File: config.mk
export PLATFORM = sky130hd
export DESIGN_NAME = branch_resolve_ctrl
export DESIGN_NICKNAME = d
export VERILOG_FILES = /design/src/rtl/branch_resolve_ctrl.sv
export SDC_FILE = /design/constraint.sdc
export NUM_CORES = 1
export LEC_CHECK = 0
export CORE_UTILIZATION = 23
export CTS_CLUSTER_DIAMETER = 50
export DETAILED_ROUTE_END_ITERATION = 6
export PLACE_DENSITY_LB_ADDON = 0.15
export SLEW_MARGIN = 20
export SYNTH_ARGS = -nofsm -noshare
export SYNTH_HDL_FRONTEND = slang
export SYNTH_SLANG_ARGS = --single-unit
File: constraint.sdc
create_clock -name clk -period 6.3 [get_ports clk]
set_clock_uncertainty 0.2 [all_clocks]
set_input_delay 1.26 -clock clk [delete_from_list [all_inputs] [get_ports clk]]
set_output_delay 1.26 -clock clk [all_outputs]
set_load 0.005 [all_outputs]
File: src/rtl/branch_resolve_ctrl.sv
// ============================================================================
// Module   : branch_resolve_ctrl
// Brief    : EX-stage branch sequencer. Maps funct3 to the compare-unit op,
//            resolves the outcome, checks the prediction, issues redirect and
//            flush on mispredict. The 2-bit BHT exists only when
//            BRANCH_RESOLVE_CTRL_BHT_EN is defined; otherwise static not-taken.
// Revision : 1.0 - initial release
// ============================================================================
`default_nettype none

module branch_resolve_ctrl #(
    parameter int BHT_ENTRIES  = 16,
    parameter int FLUSH_CYCLES = 2
) (
    input  logic        clk,
    input  logic        rst,
    input  logic        stall,
    input  logic        br_valid,
    output logic        br_ready,
    input  logic [2:0]  br_funct3,
    input  logic [31:0] br_pc,
    input  logic [31:0] br_target,
    input  logic        br_pred_taken,
    output logic [2:0]  cmp_op,
    input  logic [31:0] cmp_result,
    input  logic [31:0] lookup_pc,
    output logic        lookup_taken,
    output logic        resolved_valid,
    output logic        resolved_taken,
    output logic        illegal_branch,
    output logic        redirect_valid,
    output logic [31:0] redirect_pc,
    output logic        flush_if,
    output logic        flush_id
);

    localparam logic [1:0] c_st_idle    = 2'd0;
    localparam logic [1:0] c_st_compare = 2'd1;
    localparam logic [1:0] c_st_resolve = 2'd2;
    localparam logic [1:0] c_st_flush   = 2'd3;

    localparam int              c_cnt_w     = (FLUSH_CYCLES > 1) ? $clog2(FLUSH_CYCLES) : 1;
    localparam logic [c_cnt_w-1:0] c_flush_init = c_cnt_w'(FLUSH_CYCLES - 1);
    localparam logic [c_cnt_w-1:0] c_cnt_one    = c_cnt_w'(1);

    logic [1:0]         r_state;
    logic [1:0]         w_state_nxt;
    logic               w_xfer;
    logic               w_illegal_f3;
    logic [2:0]         w_map_op;
    logic               w_mispredict;
    logic               w_cmp_taken;

    logic [2:0]         r_cmp_op;
    logic [31:0]        r_pc;
    logic [31:0]        r_target;
    logic               r_pred_taken;
    logic               r_taken;
    logic               r_resolved_valid;
    logic               r_redirect_valid;
    logic [31:0]        r_redirect_pc;
    logic               r_illegal;
    logic [c_cnt_w-1:0] r_flush_cnt;

    assign br_ready     = (r_state == c_st_idle) && !rst;
    assign w_xfer       = br_valid && br_ready && !stall;
    assign w_cmp_taken  = |cmp_result;
    assign w_mispredict = (r_taken != r_pred_taken);

    // funct3 -> compare-unit opcode; BEQ/BNE swap, the signed/unsigned forms pass through
    always_comb begin
        w_map_op     = br_funct3;
        w_illegal_f3 = 1'b0;
        case (br_funct3)
            3'b000:         w_map_op = 3'b001;
            3'b001:         w_map_op = 3'b000;
            3'b010, 3'b011: w_illegal_f3 = 1'b1;
            default:        w_map_op = br_funct3;
        endcase
    end

    always_ff @(posedge clk or posedge rst) begin
        if (rst) begin
            r_state <= c_st_idle;
        end else begin
            r_state <= w_state_nxt;
        end
    end

    always_comb begin
        w_state_nxt = r_state;
        case (r_state)
            c_st_idle: begin
                if (w_xfer && !w_illegal_f3) begin
                    w_state_nxt = c_st_compare;
                end
            end
            c_st_compare: begin
                if (!stall) begin
                    w_state_nxt = c_st_resolve;
                end
            end
            c_st_resolve: begin
                if (!stall) begin
                    w_state_nxt = w_mispredict ? c_st_flush : c_st_idle;
                end
            end
            c_st_flush: begin
                if (!stall && (r_flush_cnt == '0)) begin
                    w_state_nxt = c_st_idle;
                end
            end
            default: w_state_nxt = c_st_idle;
        endcase
    end

    // Pulse outputs clear only on a non-stalled edge so a stall holds them without re-issuing.
    always_ff @(posedge clk or posedge rst) begin
        if (rst) begin
            r_cmp_op         <= 3'b000;
            r_pc             <= '0;
            r_target         <= '0;
            r_pred_taken     <= 1'b0;
            r_taken          <= 1'b0;
            r_resolved_valid <= 1'b0;
            r_redirect_valid <= 1'b0;
            r_redirect_pc    <= '0;
            r_illegal        <= 1'b0;
            r_flush_cnt      <= '0;
        end else begin
            if (!stall) begin
                r_resolved_valid <= 1'b0;
                r_redirect_valid <= 1'b0;
                r_illegal        <= 1'b0;
            end

            if (w_xfer) begin
                if (w_illegal_f3) begin
                    r_illegal <= 1'b1;
                end else begin
                    r_cmp_op     <= w_map_op;
                    r_pc         <= br_pc;
                    r_target     <= br_target;
                    r_pred_taken <= br_pred_taken;
                end
            end

            if ((r_state == c_st_compare) && !stall) begin
                r_taken          <= w_cmp_taken;
                r_resolved_valid <= 1'b1;
                r_redirect_valid <= (w_cmp_taken != r_pred_taken);
                if (w_cmp_taken != r_pred_taken) begin
                    r_redirect_pc <= w_cmp_taken ? r_target : (r_pc + 32'd4);
                end
            end

            if ((r_state == c_st_resolve) && !stall && w_mispredict) begin
                r_flush_cnt <= c_flush_init;
            end else if ((r_state == c_st_flush) && !stall && (r_flush_cnt != '0)) begin
                r_flush_cnt <= r_flush_cnt - c_cnt_one;
            end
        end
    end

    assign cmp_op         = r_cmp_op;
    assign resolved_valid = r_resolved_valid;
    assign resolved_taken = r_taken;
    assign illegal_branch = r_illegal;
    assign redirect_valid = r_redirect_valid;
    assign redirect_pc    = r_redirect_pc;
    assign flush_if       = (r_state == c_st_flush);
    assign flush_id       = (r_state == c_st_flush);

`ifdef BRANCH_RESOLVE_CTRL_BHT_EN
    localparam int IDX = (BHT_ENTRIES > 2) ? $clog2(BHT_ENTRIES) : 1;

    logic [1:0]     w_bht [BHT_ENTRIES];
    logic [IDX-1:0] w_upd_idx;
    logic           w_bht_upd;
    logic           w_unused_lookup;

    assign w_upd_idx = r_pc[IDX+1:2];
    assign w_bht_upd = (r_state == c_st_resolve) && !stall;

    for (genvar gi = 0; gi < BHT_ENTRIES; gi++) begin : g_bht
        localparam logic [IDX-1:0] c_idx = IDX'(gi);
        logic [1:0] r_cnt;

        always_ff @(posedge clk or posedge rst) begin
            if (rst) begin
                r_cnt <= 2'b01;
            end else if (w_bht_upd && (w_upd_idx == c_idx)) begin
                if (r_taken && (r_cnt != 2'b11)) begin
                    r_cnt <= r_cnt + 2'b01;
                end else if (!r_taken && (r_cnt != 2'b00)) begin
                    r_cnt <= r_cnt - 2'b01;
                end
            end
        end

        assign w_bht[gi] = r_cnt;
    end

    // Counter update lands on the clock edge, so a same-cycle lookup sees the old value.
    assign lookup_taken    = w_bht[lookup_pc[IDX+1:2]][1];
    assign w_unused_lookup = ^{lookup_pc[31:IDX+2], lookup_pc[1:0]};
`else
    localparam int c_unused_bht_entries = BHT_ENTRIES;
    logic w_unused_lookup;

    assign lookup_taken    = 1'b0;
    assign w_unused_lookup = ^lookup_pc;
`endif

endmodule

`default_nettype wire
### After elaboration in Yosys (flattened, before gate mapping)

Cells that the tools add are included.

* bits in registers: 107
* input port bits: 136
* output and inout bits: 43
* logic and storage cells: 66

* add/subtract/negate cells: 2
* eq/ne operators: 13
* muxes and demuxes: 17
* bitwise operators: 2
* reduce and logical (&&, ||, !) cells: 21

Operators with widths (number)
* $add 32x3->32 const B: 1
* $mux 32: 1
* $reduce_or 32->1: 1
* $logic_and 1x1->1: 10
* $mux 2: 5
* $mux 1: 9
* $pmux 2 s4: 1
* $eq 3x2->1 const B: 2
* $ne 2x1->1 const B: 3
* $pmux 3 s2: 1
* $eq 2x2->1 const B: 2
* $ne 2x2->1 const B: 2
* $reduce_and 2->1: 2
* $reduce_and 4->1: 1
* $eq 3x1->1 const B: 1
* $logic_not 1->1: 3
* $logic_not 3->1: 1
* $eq 2x1->1 const B: 1
* $logic_not 2->1: 1
* $ne 1x1->1: 2
* $not 1->1: 2
* $reduce_bool 2->1: 1
* $reduce_or 2->1: 1
* $sub 1x1->1 const B: 1

### Longest topological paths before layout

* depth in word-level cells: 7
* mapped depth: 8
* gate-level depth less buffers: 6

### Worst setup path before layout

No wires, ideal clock.

* kind: input port to flip-flop
* start: input port cmp_result[16]
* end: register r_redirect_pc[0], in the netlist redirect_pc[0]
* library setup time: 0.128 ns
* arrival time: 2.984 ns
* data required time: 5.972 ns
* slack: 2.988 ns
* cell stages on the path: 7
* path buffers: 2
* path through: nor4_1 and4_1 clkbuf_1 nand3_2 a21oi_4 buf_4 mux2_1

* longest elaborated chain between the ends: 3
* elaborated cells between the ends (all ways): 4
* those cells by class: eq/ne (1); mux (1); reduce/logical (2)

RTL lines
* from (decl): RTL line 25 `input logic [31:0] cmp_result,`
* $reduce_or 32->1 *: RTL line 67 `assign w_cmp_taken = |cmp_result;`
* $ne 1x1->1: RTL line 152 `if (w_cmp_taken != r_pred_taken) begin`
* $reduce_and 2->1 (no source line)
* to (signal assigned): RTL line 153 `r_redirect_pc <= w_cmp_taken ? r_target : (r_pc + 32'd4);`
* to (decl): RTL line 61 `logic [31:0] r_redirect_pc;`

Mark *: on every way between the ends. The rest lies on a longest branch, timed or not.
A chain may end at the register's enable or synchronous reset.

### Worst setup path in the final report

* start: input port rst
* end: output port br_ready

* longest elaborated chain between the ends: 2

RTL lines
* from (decl): RTL line 16 `input logic rst,`
* $logic_not 1->1 (no source line)
* $logic_and 1x1->1: RTL line 65 `assign br_ready = (r_state == c_st_idle) && !rst;`
* to (decl): RTL line 19 `output logic br_ready,`

No other way between the ends.

==> report_table.html <==
<table>
<tr><th>Metric</th><th>Value</th></tr>
<tr><th colspan="2">Hold path</th></tr>
<tr><td>Worst hold path cell count</td><td>2</td></tr>
<tr><td>Start point of the worst min-delay path</td><td>cmp_op[0]</td></tr>
<tr><td>Worst min-delay path class</td><td>flip-flop to flip-flop</td></tr>
<tr><th colspan="2">STA</th></tr>
<tr><td>Worst slew slack as a fraction of its limit</td><td>45.96%</td></tr>
<tr><td>Hold Vio Cnt, Final</td><td>0</td></tr>
<tr><td>Actual slew at the worst max-slew pin</td><td>807.7 ps</td></tr>
<tr><td>Setup Viol. Count Final</td><td>0</td></tr>
<tr><td>Shortest period the worst path allows</td><td>3999 ps</td></tr>
<tr><td>Fmax</td><td>250.0 MHz</td></tr>
<tr><td>Number of pins with negative max-slew slack in the final report</td><td>0</td></tr>
<tr><td>Worst slack on hold paths</td><td>284.8 ps</td></tr>
<tr><td>Setup slack after layout</td><td>2301 ps</td></tr>
<tr><td>Tcrit/Tclk final</td><td>63.48%</td></tr>
<tr><td>Setup repair after global routing missed its margin</td><td>false</td></tr>
<tr><td>Post-Route Setup TNS</td><td>0 ps</td></tr>
<tr><th colspan="2">Floorplan</th></tr>
<tr><td>Total core area</td><td>22,090 µm²</td></tr>
<tr><td>Die Y-Extent</td><td>153.2 µm</td></tr>
<tr><td>Die ar.</td><td>23,470 µm²</td></tr>
<tr><td>Placement row count</td><td>54</td></tr>
<tr><td>Effective utilization at floorplan</td><td>23.80%</td></tr>
<tr><td>Die span in x</td><td>153.2 µm</td></tr>
<tr><td>I/O pin count</td><td>179</td></tr>
<tr><th colspan="2">Global routing</th></tr>
<tr><td>Final global-route overflow total</td><td>0</td></tr>
<tr><td>Global-route wire length before repair</td><td>23.96 mm</td></tr>
<tr><td>Pin count of the biggest net entering global routing</td><td>58</td></tr>
<tr><td>Initial antenna violation count</td><td>1</td></tr>
<tr><td>Global routing usage summed across all routing layers</td><td>13.26%</td></tr>
<tr><td>Vias in the first global route</td><td>4,349</td></tr>
<tr><th colspan="2">CTS</th></tr>
<tr><td>Number of cells upsized or downsized after cts</td><td>0</td></tr>
<tr><td>Number of clock sinks</td><td>107</td></tr>
<tr><td>Clock network latency to the later pin of the worst-skew pair</td><td>370 ps</td></tr>
<tr><td>Cts hold-fix bufs</td><td>0</td></tr>
<tr><td>Clock Tree Buf Depth</td><td>2</td></tr>
<tr><td>Worst-path clk slew</td><td>70 ps</td></tr>
<tr><td>CTS tree</td><td>built</td></tr>
<tr><td>CTS Buf Count</td><td>9</td></tr>
<tr><td>Cell at the root of the clock tree</td><td>clkbuf_16</td></tr>
<tr><td>Post-CTS Setup Inserts</td><td>0</td></tr>
<tr><td>H-tree depth</td><td>3</td></tr>
<tr><th colspan="2">Final layout</th></tr>
<tr><td>Most frequent standard cell in the layout excluding fill and tap cells</td><td>clkdlybuf4s50_1</td></tr>
<tr><td>Area taken by multi-input logic gates</td><td>2414 µm²</td></tr>
<tr><td>Count of filler cells inserted in the layout</td><td>2,214</td></tr>
<tr><td>Layout net count</td><td>729</td></tr>
<tr><td>Most used cells in the layout excluding fill and tap cells</td><td>clkdlybuf4s50_1 (145), dfrtp_1 (107), mux2_2 (80)</td></tr>
<tr><td>Post-layout instance area</td><td>7311 µm²</td></tr>
<tr><td>Layout overhead on the synthesized area</td><td>39.05%</td></tr>
<tr><td>Share of cells above drive strength 1</td><td>19.43%</td></tr>
<tr><td>Register Area</td><td>2678 µm²</td></tr>
<tr><td>Utilization after layout</td><td>33.09%</td></tr>
<tr><th colspan="2">Worst setup path</th></tr>
<tr><td>Instance count on the critical path</td><td>3</td></tr>
<tr><td>Worst-case reg-to-reg path depth</td><td>5</td></tr>
<tr><td>CP Class</td><td>primary input to primary output</td></tr>
<tr><td>Reg-to-reg startpoint</td><td>r_state[1]</td></tr>
<tr><td>Worst Path Max Fanout</td><td>3</td></tr>
<tr><td>Critical Path Start</td><td>rst</td></tr>
<tr><td>Crit. End Element</td><td>primary output</td></tr>
<tr><td>Critical path cell sequence</td><td>clkdlybuf4s50_1 &gt; nor3_1 &gt; clkdlybuf4s50_1</td></tr>
<tr><td>Required time at the worst-slack endpoint</td><td>4840 ps</td></tr>
<tr><td>Worst endpoint data arrival time</td><td>2540 ps</td></tr>
<tr><td>Critical Path Max Stage Delay</td><td>560 ps</td></tr>
<tr><td>CP Buf/Inv Count</td><td>2</td></tr>
<tr><td>Gate family responsible for the most delay along the worst path</td><td>buffers and inverters</td></tr>
<tr><td>Worst path slowest cell</td><td>clkdlybuf4s50_1</td></tr>
<tr><td>Type of element launching the critical path</td><td>primary input</td></tr>
<tr><td>Most frequent cell on the critical path</td><td>clkdlybuf4s50_1</td></tr>
<tr><th colspan="2">Yosys</th></tr>
<tr><td>Synthesized net count</td><td>591</td></tr>
<tr><td>Post-synthesis instance total</td><td>454</td></tr>
<tr><td>Count of different cell masters after synthesis</td><td>49</td></tr>
<tr><td>Area leader, netlist</td><td>dfrtp_1</td></tr>
<tr><td>Mapped cell area</td><td>5258 µm²</td></tr>
<tr><td>Dominant synthesized flop cell</td><td>dfrtp_1</td></tr>
<tr><td>Ranking of synthesized cells by area</td><td>dfrtp_1 (51%), mux2_2 (17%), mux2_1 (3.0%)</td></tr>
<tr><td>Proportion of synthesized flip-flops having asynchronous set or reset</td><td>100.0%</td></tr>
<tr><td>Count of flip-flops with a built-in enable after synthesis</td><td>0</td></tr>
<tr><td>Portion of the post-synthesis area used by sequential elements</td><td>50.93%</td></tr>
<tr><td>Synthesis-stage register bit count</td><td>107</td></tr>
<tr><td>Synth warn</td><td>0</td></tr>
<tr><td>Share of the synthesized area in the top cell type</td><td>50.93%</td></tr>
<tr><td>Post-Syn Area per Cell</td><td>11.58 µm²</td></tr>
<tr><th colspan="2">Detailed routing</th></tr>
<tr><td>Remaining design rule violation count</td><td>0</td></tr>
<tr><td>Drt via density</td><td>4.645</td></tr>
<tr><td>Total vias in the final route</td><td>4,078</td></tr>
<tr><td>Routed length per placed instance</td><td>17.03 µm</td></tr>
<tr><td>Drt total wl</td><td>14.95 mm</td></tr>
<tr><td>Iteration count of the initial detailed-routing pass</td><td>4</td></tr>
<tr><td>DRC marker count from the first detailed-route iteration</td><td>141</td></tr>
<tr><td>Remaining antenna violation count</td><td>0</td></tr>
<tr><th colspan="2">Power</th></tr>
<tr><td>Power density of the placed cells</td><td>391.3 nW/µm²</td></tr>
<tr><td>Reported leakage power</td><td>2.880 nW</td></tr>
<tr><td>Peak supply drop</td><td>0.0001294 V</td></tr>
<tr><th colspan="2">Status</th></tr>
<tr><td>Run status</td><td>complete, no violations</td></tr>
<tr><th colspan="2">Placement</th></tr>
<tr><td>Count of port buffers added during placement</td><td>145</td></tr>
<tr><td>Placed wire-length estimate after detailed placement</td><td>10.92 mm</td></tr>
<tr><td>GP Congestion</td><td>0.7287</td></tr>
<tr><td>Post-DP Area</td><td>7028 µm²</td></tr>
<tr><td>Worst-case setup slack after placement</td><td>2043 ps</td></tr>
<tr><th colspan="2">Run</th></tr>
<tr><td>Max Cap Viol</td><td>0</td></tr>
</table>
path summary, 6_finish.rpt:
kind	endpoint	slack [ps]
max	br_ready	2300
min	cmp_op[0]	280
max reg2reg	r_target[31]	3550
min reg2reg	cmp_op[0]	280
max in group asynchronous	redirect_pc[31]	3530
min in group asynchronous	r_flush_cnt	1220
cell usage after synthesis, types with 9 or more instances:
| cell | instances |
|---|---|
| a21oi_1 | 12 |
| clkbuf_1 | 14 |
| dfrtp_1 | 107 |
| inv_1 | 12 |
| mux2_1 | 14 |
| mux2_2 | 80 |
| nand2_1 | 28 |
| nand3_1 | 14 |
| nor2_1 | 9 |
| nor3_1 | 9 |
| nor4_1 | 14 |
| o21ai_0 | 30 |
| o31ai_1 | 12 |
| xnor2_1 | 14 |
cells by family after synthesis:
group | Yosys count | synth area share [%]
xor+xnor | 18 | 2.999
mux | 98 | 20.89
buf+inv | 39 | 3.260
compound gates | 82 | 9.948
flops | 107 | 50.93
fa+ha+maj | 1 | 0.2379
simple gates | 108 | 11.66
other cells | 1 | 0.07133
final cells by class:
class	count	share of cell area (%)
inverter	12	0.6504
timing repair buffer	154	21.05
sequential	107	36.63
clock buffer	10	3.269
multi-input combinational	308	33.01
tap	280	4.792
antenna	1	0.03423
clock inverter	6	0.5648
flip-flops by register name, indices dropped and copies added, names as in the netlist:
register        cells
cmp_op              3
resolved_taken      1
redirect_valid      1
r_pc               32
resolved_valid      1
r_flush_cnt         1
r_pred_taken        1
redirect_pc        32
illegal_branch      1
r_state             2
r_target           32
power breakdown:
group          leakage, nW  switching, mW  internal (mW)
Sequential            1.30          0.285           1.02
Clock                0.130          0.266          0.278
Combinational         1.45          0.363          0.651
metrics by stage:
stage	cells	power (mW)
final	878	2.861
after global routing	877	3.072
after CTS	877	2.906
after detailed placement	861	2.345
after global placement	860	2.306
after floorplan	454	1.838
worst reg2reg max path, cell delays in order (launching register included):
cell and delay, ps:
dfrtp_1 480, nor3_1 120, and3b_1 220, nand2_2 600, buf_4 600, mux2_2 420
layer usage:
| layer | share of wire, % | vias up | GRT usage (%) |
|---|---|---|---|
| met1 | 46 | 2006 | 16.87 |
| met3 | 6.2 | 10 | 3.998 |
| met5 | 0 | - | 0 |
| met2 | 47 | 111 | 21.68 |
| li1 | - | 1951 | - |
| met4 | 1.0 | 0 | 3.656 |
Note: power is estimated with default switching activity, not from simulation.
